===== config.mk =====
export PLATFORM = sky130hd
export DESIGN_NAME = fila_driver_flat
export DESIGN_NICKNAME = d
export VERILOG_FILES = /design/src/rtl/fila_pkg.sv /design/src/rtl/fila_driver_if.sv /design/src/rtl/btn_debounce.sv /design/src/rtl/fila_driver.sv /design/src/flat_wrapper.sv
export SDC_FILE = /design/constraint.sdc
export NUM_CORES = 1
export LEC_CHECK = 0
export BUFFER_PORTS_ARGS = -buffer_cell sky130_fd_sc_hd__buf_4
export CORE_MARGIN = 2
export CORE_UTILIZATION = 47
export CTS_BUF_LIST = sky130_fd_sc_hd__clkbuf_8 sky130_fd_sc_hd__clkbuf_16
export DETAILED_ROUTE_END_ITERATION = 16
export PLACE_DENSITY = 0.74
export SETUP_SLACK_MARGIN = 0.3
export SLEW_MARGIN = 20
export SYNTH_ARGS = -nofsm -noshare
export SYNTH_HDL_FRONTEND = slang
export SYNTH_SLANG_ARGS = --single-unit
export TNS_END_PERCENT = 10

===== constraint.sdc =====
create_clock -name clk_10KHz -period 1.65 [get_ports clk_10KHz]
set_input_delay 0.0825 -clock clk_10KHz [delete_from_list [all_inputs] [get_ports clk_10KHz]]
set_output_delay 0.0825 -clock clk_10KHz [all_outputs]
set_load 0.01 [all_outputs]

===== src/rtl/fila_pkg.sv =====
// Shared types and constants for the fila queue front end.
package fila_pkg;
  localparam int DEPTH_DEFAULT = 8;
  localparam int LEN_W         = 4;
  localparam int DATA_W        = 8;

  typedef enum logic [2:0] {
    ST_IDLE    = 3'd0,
    ST_ENQ     = 3'd1,
    ST_DEQ     = 3'd2,
    ST_SETTLE1 = 3'd3,
    ST_SETTLE2 = 3'd4
  } drv_state_t;

  // Clamp a reported length so a glitching queue can never wrap the display.
  function automatic logic [LEN_W-1:0] sat_len(input logic [LEN_W-1:0] v,
                                               input logic [LEN_W-1:0] cap);
    return (v > cap) ? cap : v;
  endfunction
endpackage


===== src/rtl/fila_driver_if.sv =====
// Driver <-> queue link: strobes and data toward the queue, registered data/length back.
// Strobes are single-cycle, never both high, and carry no ready; the queue must accept or ignore them.
interface fila_driver_if;
  import fila_pkg::*;

  logic              enqueue_out;
  logic              dequeue_out;
  logic [DATA_W-1:0] data_to_q;
  logic [DATA_W-1:0] q_data;
  logic [LEN_W-1:0]  q_len;

  modport master (output enqueue_out, dequeue_out, data_to_q,
                  input  q_data, q_len);
  modport slave  (input  enqueue_out, dequeue_out, data_to_q,
                  output q_data, q_len);
endinterface


===== src/rtl/btn_debounce.sv =====
// Button conditioner: 2-FF synchroniser, level debouncer, rising-edge press pulse.
module btn_debounce #(
  parameter int DEBOUNCE_CYC = 200
) (
  input  logic clk_10KHz,
  input  logic reset,
  input  logic btn_i,
  output logic press_o
);
  localparam int CNT_W = (DEBOUNCE_CYC < 2) ? 1 : $clog2(DEBOUNCE_CYC + 1);

  logic             sync1_q, sync2_q;
  logic             level_q, level_d;
  logic             level_prev_q;
  logic [CNT_W-1:0] cnt_q, cnt_d;

  // Count consecutive samples that disagree with the accepted level; flip after DEBOUNCE_CYC.
  always_comb begin
    level_d = level_q;
    cnt_d   = cnt_q;
    if (sync2_q == level_q) begin
      cnt_d = '0;
    end else if (cnt_q == CNT_W'(DEBOUNCE_CYC - 1)) begin
      level_d = sync2_q;
      cnt_d   = '0;
    end else begin
      cnt_d = cnt_q + 1'b1;
    end
  end

  always_ff @(posedge clk_10KHz or posedge reset) begin
    if (reset) begin
      sync1_q      <= 1'b0;
      sync2_q      <= 1'b0;
      level_q      <= 1'b0;
      level_prev_q <= 1'b0;
      cnt_q        <= '0;
    end else begin
      sync1_q      <= btn_i;
      sync2_q      <= sync1_q;
      level_q      <= level_d;
      level_prev_q <= level_q;
      cnt_q        <= cnt_d;
    end
  end

  assign press_o = level_q & ~level_prev_q;
endmodule


===== src/rtl/fila_driver.sv =====
// Front end for the 8-entry byte queue: buttons -> single-cycle strobes, captures the
// queue's lagging length/data outputs, and drives display values and status flags.
module fila_driver
  import fila_pkg::*;
#(
  parameter int DEPTH        = DEPTH_DEFAULT,
  parameter int DEBOUNCE_CYC = 200
) (
  input  logic              clk_10KHz,
  input  logic              reset,
  input  logic              btn_enq,
  input  logic              btn_deq,
  input  logic [DATA_W-1:0] sw_data,
  fila_driver_if.master     q_if,
  output logic [DATA_W-1:0] shown_data,
  output logic [LEN_W-1:0]  shown_len,
  output logic              full,
  output logic              empty,
  output logic              err,
  output drv_state_t        dbg_state
);
  logic enq_press, deq_press;

  btn_debounce #(.DEBOUNCE_CYC(DEBOUNCE_CYC)) u_enq_db (
    .clk_10KHz (clk_10KHz),
    .reset     (reset),
    .btn_i     (btn_enq),
    .press_o   (enq_press)
  );

  btn_debounce #(.DEBOUNCE_CYC(DEBOUNCE_CYC)) u_deq_db (
    .clk_10KHz (clk_10KHz),
    .reset     (reset),
    .btn_i     (btn_deq),
    .press_o   (deq_press)
  );

  drv_state_t        state_q;
  logic              enq_q, deq_q, op_deq_q, err_q;
  logic [DATA_W-1:0] data_to_q_q, shown_data_q;
  logic [LEN_W-1:0]  shown_len_q;

  assign full  = (shown_len_q == LEN_W'(DEPTH));
  assign empty = (shown_len_q == '0);

  always_ff @(posedge clk_10KHz or posedge reset) begin
    if (reset) begin
      state_q      <= ST_IDLE;
      enq_q        <= 1'b0;
      deq_q        <= 1'b0;
      op_deq_q     <= 1'b0;
      err_q        <= 1'b0;
      data_to_q_q  <= '0;
      shown_data_q <= '0;
      shown_len_q  <= '0;
    end else begin
      case (state_q)
        ST_IDLE: begin
          // Enqueue has priority, matching the queue; a simultaneous dequeue press is dropped.
          if (enq_press && !full) begin
            data_to_q_q <= sw_data;
            enq_q       <= 1'b1;
            op_deq_q    <= 1'b0;
            state_q     <= ST_ENQ;
          end else if (deq_press && !empty) begin
            deq_q    <= 1'b1;
            op_deq_q <= 1'b1;
            state_q  <= ST_DEQ;
          end else if (enq_press || deq_press) begin
            err_q <= 1'b1;
          end
        end
        ST_ENQ, ST_DEQ: begin
          enq_q   <= 1'b0;
          deq_q   <= 1'b0;
          state_q <= ST_SETTLE1;
        end
        ST_SETTLE1: state_q <= ST_SETTLE2;
        ST_SETTLE2: begin
          // q_len lags occupancy by a cycle, so it is valid only here.
          shown_len_q <= sat_len(q_if.q_len, LEN_W'(DEPTH));
          if (op_deq_q) shown_data_q <= q_if.q_data;
          err_q   <= 1'b0;
          state_q <= ST_IDLE;
        end
        default: begin
          enq_q   <= 1'b0;
          deq_q   <= 1'b0;
          state_q <= ST_IDLE;
        end
      endcase
    end
  end

  assign q_if.enqueue_out = enq_q;
  assign q_if.dequeue_out = deq_q;
  assign q_if.data_to_q   = data_to_q_q;
  assign shown_data       = shown_data_q;
  assign shown_len        = shown_len_q;
  assign err              = err_q;
  assign dbg_state        = state_q;
endmodule


===== src/flat_wrapper.sv =====
// flat-port wrapper written by rule: the top's interface ports become plain ports
module fila_driver_flat import fila_pkg::*;
#(
  parameter int DEPTH        = DEPTH_DEFAULT,
  parameter int DEBOUNCE_CYC = 200
)
  (clk_10KHz, reset, btn_enq, btn_deq, sw_data, shown_data, shown_len, full, empty, err, dbg_state, q_if_enqueue_out, q_if_dequeue_out, q_if_data_to_q, q_if_q_data, q_if_q_len);
  fila_driver_if q_if_i ();
  input  logic clk_10KHz;
  input  logic reset;
  input  logic btn_enq;
  input  logic btn_deq;
  input  logic [DATA_W-1:0] sw_data;
  output logic [DATA_W-1:0] shown_data;
  output logic [LEN_W-1:0] shown_len;
  output logic full;
  output logic empty;
  output logic err;
  output drv_state_t dbg_state;
  output wire logic [$bits(q_if_i.enqueue_out)-1:0] q_if_enqueue_out;
  output wire logic [$bits(q_if_i.dequeue_out)-1:0] q_if_dequeue_out;
  output wire logic [$bits(q_if_i.data_to_q)-1:0] q_if_data_to_q;
  input wire logic [$bits(q_if_i.q_data)-1:0] q_if_q_data;
  input wire logic [$bits(q_if_i.q_len)-1:0] q_if_q_len;
  assign q_if_enqueue_out = q_if_i.enqueue_out;
  assign q_if_dequeue_out = q_if_i.dequeue_out;
  assign q_if_data_to_q = q_if_i.data_to_q;
  assign q_if_i.q_data = q_if_q_data;
  assign q_if_i.q_len = q_if_q_len;
  fila_driver #(.DEPTH(DEPTH), .DEBOUNCE_CYC(DEBOUNCE_CYC)) u_core (.clk_10KHz(clk_10KHz), .reset(reset), .btn_enq(btn_enq), .btn_deq(btn_deq), .sw_data(sw_data), .q_if(q_if_i), .shown_data(shown_data), .shown_len(shown_len), .full(full), .empty(empty), .err(err), .dbg_state(dbg_state));
endmodule

-- Word-level counts from Yosys, hierarchy flattened
Index checks and enable logic that the tools add are counted.
- add/subtract/negate cells: 2
- $mul: 0
- div/mod/pow operators: 0
- order comparisons: 1
- equality and inequality tests: 15
- shifts and indexed selects: 0
- multiplexer cells: 18
- bitwise operators: 7
- reductions and logical operators: 19
- operator list (cell ; count):
    8-bit 2-to-1 mux ; 4
    8-bit by 1-bit adder with 8-bit output, second input constant ; 2
    8-bit equality test, second input constant ; 2
    2-bit AND reduction ; 6
    3-bit one-hot mux with 3 select lines ; 1
    1-bit 2-to-1 mux ; 7
    3-bit by 2-bit equality test with 1-bit output, second input constant ; 2
    3-bit 2-to-1 mux ; 2
    2-bit by 1-bit inequality test with 1-bit output, second input constant ; 3
    1-bit one-hot mux with 2 select lines ; 3
    1-bit inverter ; 5
    4-bit equality test, second input constant ; 1
    4-bit > comparator, second input constant ; 1
    4-bit zero test ; 1
    4-bit 2-to-1 mux ; 1
    2-bit inequality test, second input constant ; 2
    4-bit AND reduction ; 1
    2-bit nonzero test ; 2
    2-bit OR reduction ; 2
    3-bit by 1-bit equality test with 1-bit output, second input constant ; 1
    3-bit equality test, second input constant ; 1
    3-bit zero test ; 1
    3-bit by 1-bit inequality test with 1-bit output, second input constant ; 1
    3-bit AND reduction ; 1
    other kinds (5) ; 9
- register bits after elaboration: 51
- latch bits: 0
- bits in writable memories: 0
- memory bits (read-only): 0
- input bits: 24
- output and inout bits: 28
- memories: 0

-- Longest topological paths before layout
- word-level depth: 7
- gate-level depth with buffers: 4

-- Hierarchy
A second synthesis with hierarchy kept.
- cell total of the unflattened synthesis: 177
- area, all modules: 2189.6 um^2
- modules (own cells, without submodules) (module ; instances ; cells each ; area an instance (um^2) ; seq. area each (um^2)):
    fila_driver ; 1 ; 83 ; 1116.1 ; 675.6
    btn_debounce ; 2 ; 47 ; 536.8 ; 300.3

-- Worst setup path after synthesis
Ideal clock, no wire load.
- path kind: register -> register
- start: register u_core.state_q[0] (netlist: u_core.dbg_state[0])
- end: register u_core.data_to_q_q[0] (netlist: u_core.q_if.data_to_q[0])
- arrival: 1.508 ns
- required time: 1.525 ns
- setup slack: 0.017 ns
- stages on the path, launching flop included: 4
- cell sequence: dfrtp_1 -> or3_4 -> nor3_4 -> mux2_2
- cells in the longest elaborated chain, start to end: 2
- RTL lines (item ; line ; source):
    from (decl) ; fila_driver.sv:38 ; drv_state_t state_q;
    from (signal assigned) ; fila_driver.sv:48 ; state_q <= ST_IDLE;
    from (signal assigned) ; fila_driver.sv:64 ; state_q <= ST_ENQ;
    from (signal assigned) ; fila_driver.sv:68 ; state_q <= ST_DEQ;
    3-bit zero test ; fila_driver.sv:57 ; case (state_q)
    2-bit AND reduction (no source line) ; - ;
    to (signal assigned) ; fila_driver.sv:61 ; data_to_q_q <= sw_data;
    to (decl) ; fila_driver.sv:40 ; logic [DATA_W-1:0] data_to_q_q, shown_data_q;
Every way passes these cells.
A chain may end at the register's enable or synchronous reset.

-- Worst setup path in the final report
- start: register u_core.state_q[0] (netlist: u_core.dbg_state[0])
- end: register u_core.data_to_q_q[4] (netlist: u_core.q_if.data_to_q[4])
The elaborated chain is that of the path after synthesis.

==> results.yml <==
run_status:
  outcome: "completed"
sta:
  relSlewSlack: 0.704
  fin_skew_ps: 10.5
  tightest_slew_ps: 443
  slew_violations: 0
  fin_hold_ws_ps: 15.7
  fin_setup_tns_ps: 0
  rsz0062_at_grt: "true"
  fin_crit_ps: 1600
  final.period_utilization: 0.969
  finalSetupViolCount: 0
  hold_viol: 0
  max_freq_ghz: 0.625
placement:
  hpwl_mm: 2.92
  numPortBuffers: 51
  gp_congestion: 0.769
logic_synthesis:
  syn_inst: 171
  ys_warn_count: 0
  yosysUniqueCellTypes: 34
  syn_avg_cell_area_um2: 12.5
  ys_ff_latch: 51
  synth.area.top_cells: "dfrtp_1 60%, mux2_2 10%, o21ai_0 3.0%, ha_1 2.3%, a21oi_1 1.9%"
  synth_top_area_cell: "dfrtp_1"
  netlist.area_leader.share: 0.596
  synth_area_um2: 2140
  yosysSeqAreaShare: 0.596
  syn_nets: 199
clock_network:
  cts-root-buf: "clkbuf_8"
  clk_latency_ps: 300
  clkTransAtPathRegs_ps: 90
  cts_tree: "yes"
  h-tree-depth: 2
  cts.sink_count: 51
  cts_buffers: 5
  cts_buffer_depth: 2
setup_path:
  crit_chain: "or3_4 -> nor3_4 -> buf_4 -> mux2_2"
  arrival_ps: 1790
  critPathRequiredTime_ps: 1840
  slowest_delay_ps: 440
  r2r_slack_ps: 50
  crit_type: "reg2reg"
  cp-start-kind: "register"
  ff2ff_path_depth: 4
  rr_startpoint: "u_core.dbg_state[0]"
  critPathTopFamily: "simple AND/OR/NAND/NOR gates"
  cpMaxStageDelayCell: "dfrtp_2"
  rr_endpoint: "u_core.q_if.data_to_q[4]"
  end_kind: "register"
  cp.buffers_inverters: 1
  crit_path_max_fanout: 5
pwr:
  power_leakage_nw: 1.48
  pwr-share-seq: 0.598
  power_density_nw_per_um2: 734
  p_clk_frac: 0.336
  p_total_mw: 2.15
  peakVddDrop_mv: 0.596
  combPwrFrac: 0.066
  p_int_mw: 1.69
  p_sw_frac: 0.213
  switchingPower_uw: 457
detailed_routing:
  routed_wl_mm: 4.12
  route.vias.total: 1562
  detail_route.wl_per_cell_um: 13.5
  drt-pass1-iter-count: 4
  drt_iter0_drc: 69
  remaining_drc_errors: 0
  postRouteAntennaNets: 0
  avgViaCountPerCell: 5.12
die:
  core_area_um2: 4380
  die-area_um2: 5110
  placementRows: 24
  die_w_um: 71.5
  dieHeight_um: 71.5
  io_pins: 52
  initial_utilization: 0.489
worst_hold_path:
  min_from: "q_if_q_data[3]"
  hold_path.class: "in2reg"
  min_to: "u_core.shown_data[3]"
  min_delay_path_depth: 2
global_routing:
  antenna_found_initial: 0
  grt_pass1_wl_mm: 6.87
  grt_overflow_total: 0
  grt_pass1_vias: 1554
  grt_start_max_net_pins: 24
  grt_use_total: 0.171
cells_and_area:
  fill_cells: 341
  antenna_cells: 0
  drive_gt1_frac: 0.427
  synthToLayoutAreaGrowth_pct: 36.5
  final_nets: 280
flow_run:
  drv_cap: 0
## worst max path at each step
stage / end / start / cells after the start
floorplan: u_core.q_if.data_to_q[0] / u_core.dbg_state[0] / 3
global route: u_core.q_if.data_to_q[4] / u_core.dbg_state[0] / 4
global placement: u_core.q_if.data_to_q[4] / u_core.dbg_state[0] / 4
finish: u_core.q_if.data_to_q[4] / u_core.dbg_state[0] / 4
detailed placement: u_core.q_if.data_to_q[4] / u_core.dbg_state[0] / 4
CTS: u_core.q_if.data_to_q[4] / u_core.dbg_state[0] / 4
## cell families (layout without fill, tap and decap cells)
| family | Yosys count | in the layout | synth area share |
|---|---|---|---|
| buf+inv | 8 | 90 | 0.0152 |
| mux | 19 | 19 | 0.0999 |
| xor+xnor | 8 | 8 | 0.0327 |
| flops | 51 | 51 | 0.596 |
| simple gates | 53 | 53 | 0.149 |
| compound gates | 28 | 28 | 0.0841 |
| fa+ha+maj | 4 | 4 | 0.0234 |
## worst reg2reg max path, delay by kind of cell, from the launching register on
family	cells	cell delay [ps]
muxes	1	330
and+or+nand+nor	2	550
buffers and inverters	1	160
DFF	1	440
## power by group through the flow
| stage | logic, mW | registers [mW] | clock network, mW |
|---|---|---|---|
| floorplan | 0.0520 | 1.30 | 0 |
| global placement | 0.121 | 1.31 | 0 |
| detailed placement | 0.122 | 1.31 | 0 |
| CTS | 0.137 | 1.28 | 0.758 |
| global route | 0.158 | 1.29 | 0.813 |
| finish | 0.141 | 1.28 | 0.721 |
## routing by layer
layer,wire length [um],track usage,vias to the layer above
li1,-,-,765
met1,1840,0.216,750
met2,1990,0.282,43
met3,249,0.0394,4
met4,31,0.0776,0
met5,0,0,-
## cells in the mapped netlist
master	n
clkbuf_1	2
nor4b_4	1
nand2_1	8
a21oi_1	8
a32o_1	1
xor2_1	4
nor2_1	10
or3b_2	1
or3_4	1
ha_1	4
o41ai_2	2
buf_2	2
mux2_2	19
nor4_1	2
nand2b_1	4
and3_1	1
dfrtp_1	51
or3_1	6
nor3_1	1
nor2b_1	2
o21ai_0	13
and3b_2	1
and2_1	2
a31oi_1	1
or2b_1	1
xnor2_1	4
o211ai_1	1
inv_1	4
a21o_2	1
nand4_1	4
or4_1	1
nor3_4	1
o211a_1	1
nand3_1	6
## stage by stage
stage	instance area (um2)	cells	setup WS [ps]	util
after floorplan	2140	171	31.4	-
after global placement	2660	280	83.2	0.607
after detailed placement	2660	280	54.7	0.607
after CTS	2870	300	67.4	0.655
after global routing	2920	305	6.29	0.667
final	2920	305	50.8	0.667
## layout make-up
class / count / area, um2 / area share
tap: 52 / 65.1 / 0.0223
inverter: 4 / 15.0 / 0.00513
timing repair buffer: 78 / 627 / 0.214
clock buffer: 6 / 82.6 / 0.0282
clock inverter: 2 / 12.5 / 0.00428
multi-input combinational: 112 / 843 / 0.288
sequential: 51 / 1280 / 0.437
## timing repair
item,CTS,global route
buffers inserted,4,3
pin swaps,1,1
hold buffers,8,2
endpoints found under the hold margin,26,2
endpoints found under the setup margin,35,44
resized for setup,1,4
## sequential cells by signal (all words and copies together) (netlist names)
register,cells
u_core.dbg_state,3
u_core.err,1
u_core.op_deq_q,1
u_core.q_if.data_to_q,8
u_core.q_if.dequeue_out,1
u_core.q_if.enqueue_out,1
u_core.shown_data,8
u_core.shown_len,4
u_core.u_deq_db.cnt_q,8
u_core.u_deq_db.level_prev_q,1
u_core.u_deq_db.level_q,1
u_core.u_deq_db.sync1_q,1
u_core.u_deq_db.sync2_q,1
u_core.u_enq_db.cnt_q,8
u_core.u_enq_db.level_prev_q,1
u_core.u_enq_db.level_q,1
u_core.u_enq_db.sync1_q,1
u_core.u_enq_db.sync2_q,1
## cell usage in the layout, fill, tap and decap left out, types with 2 or more instances in the layout
cell            n
nor2_1         10
dfrtp_1        49
nand2b_1        4
dfrtp_2         2
nand3_1         6
nor2b_1         2
ha_1            4
o41ai_2         2
clkbuf_8        6
nand2_1         8
and2_1          2
inv_2           2
mux2_2         19
o21ai_0        13
dlygate4sd3_1  10
xor2_1          4
buf_4          66
xnor2_1         4
nand4_1         4
or3_1           6
inv_1           3
a21oi_1         8
(Power assumes the default switching activity.)
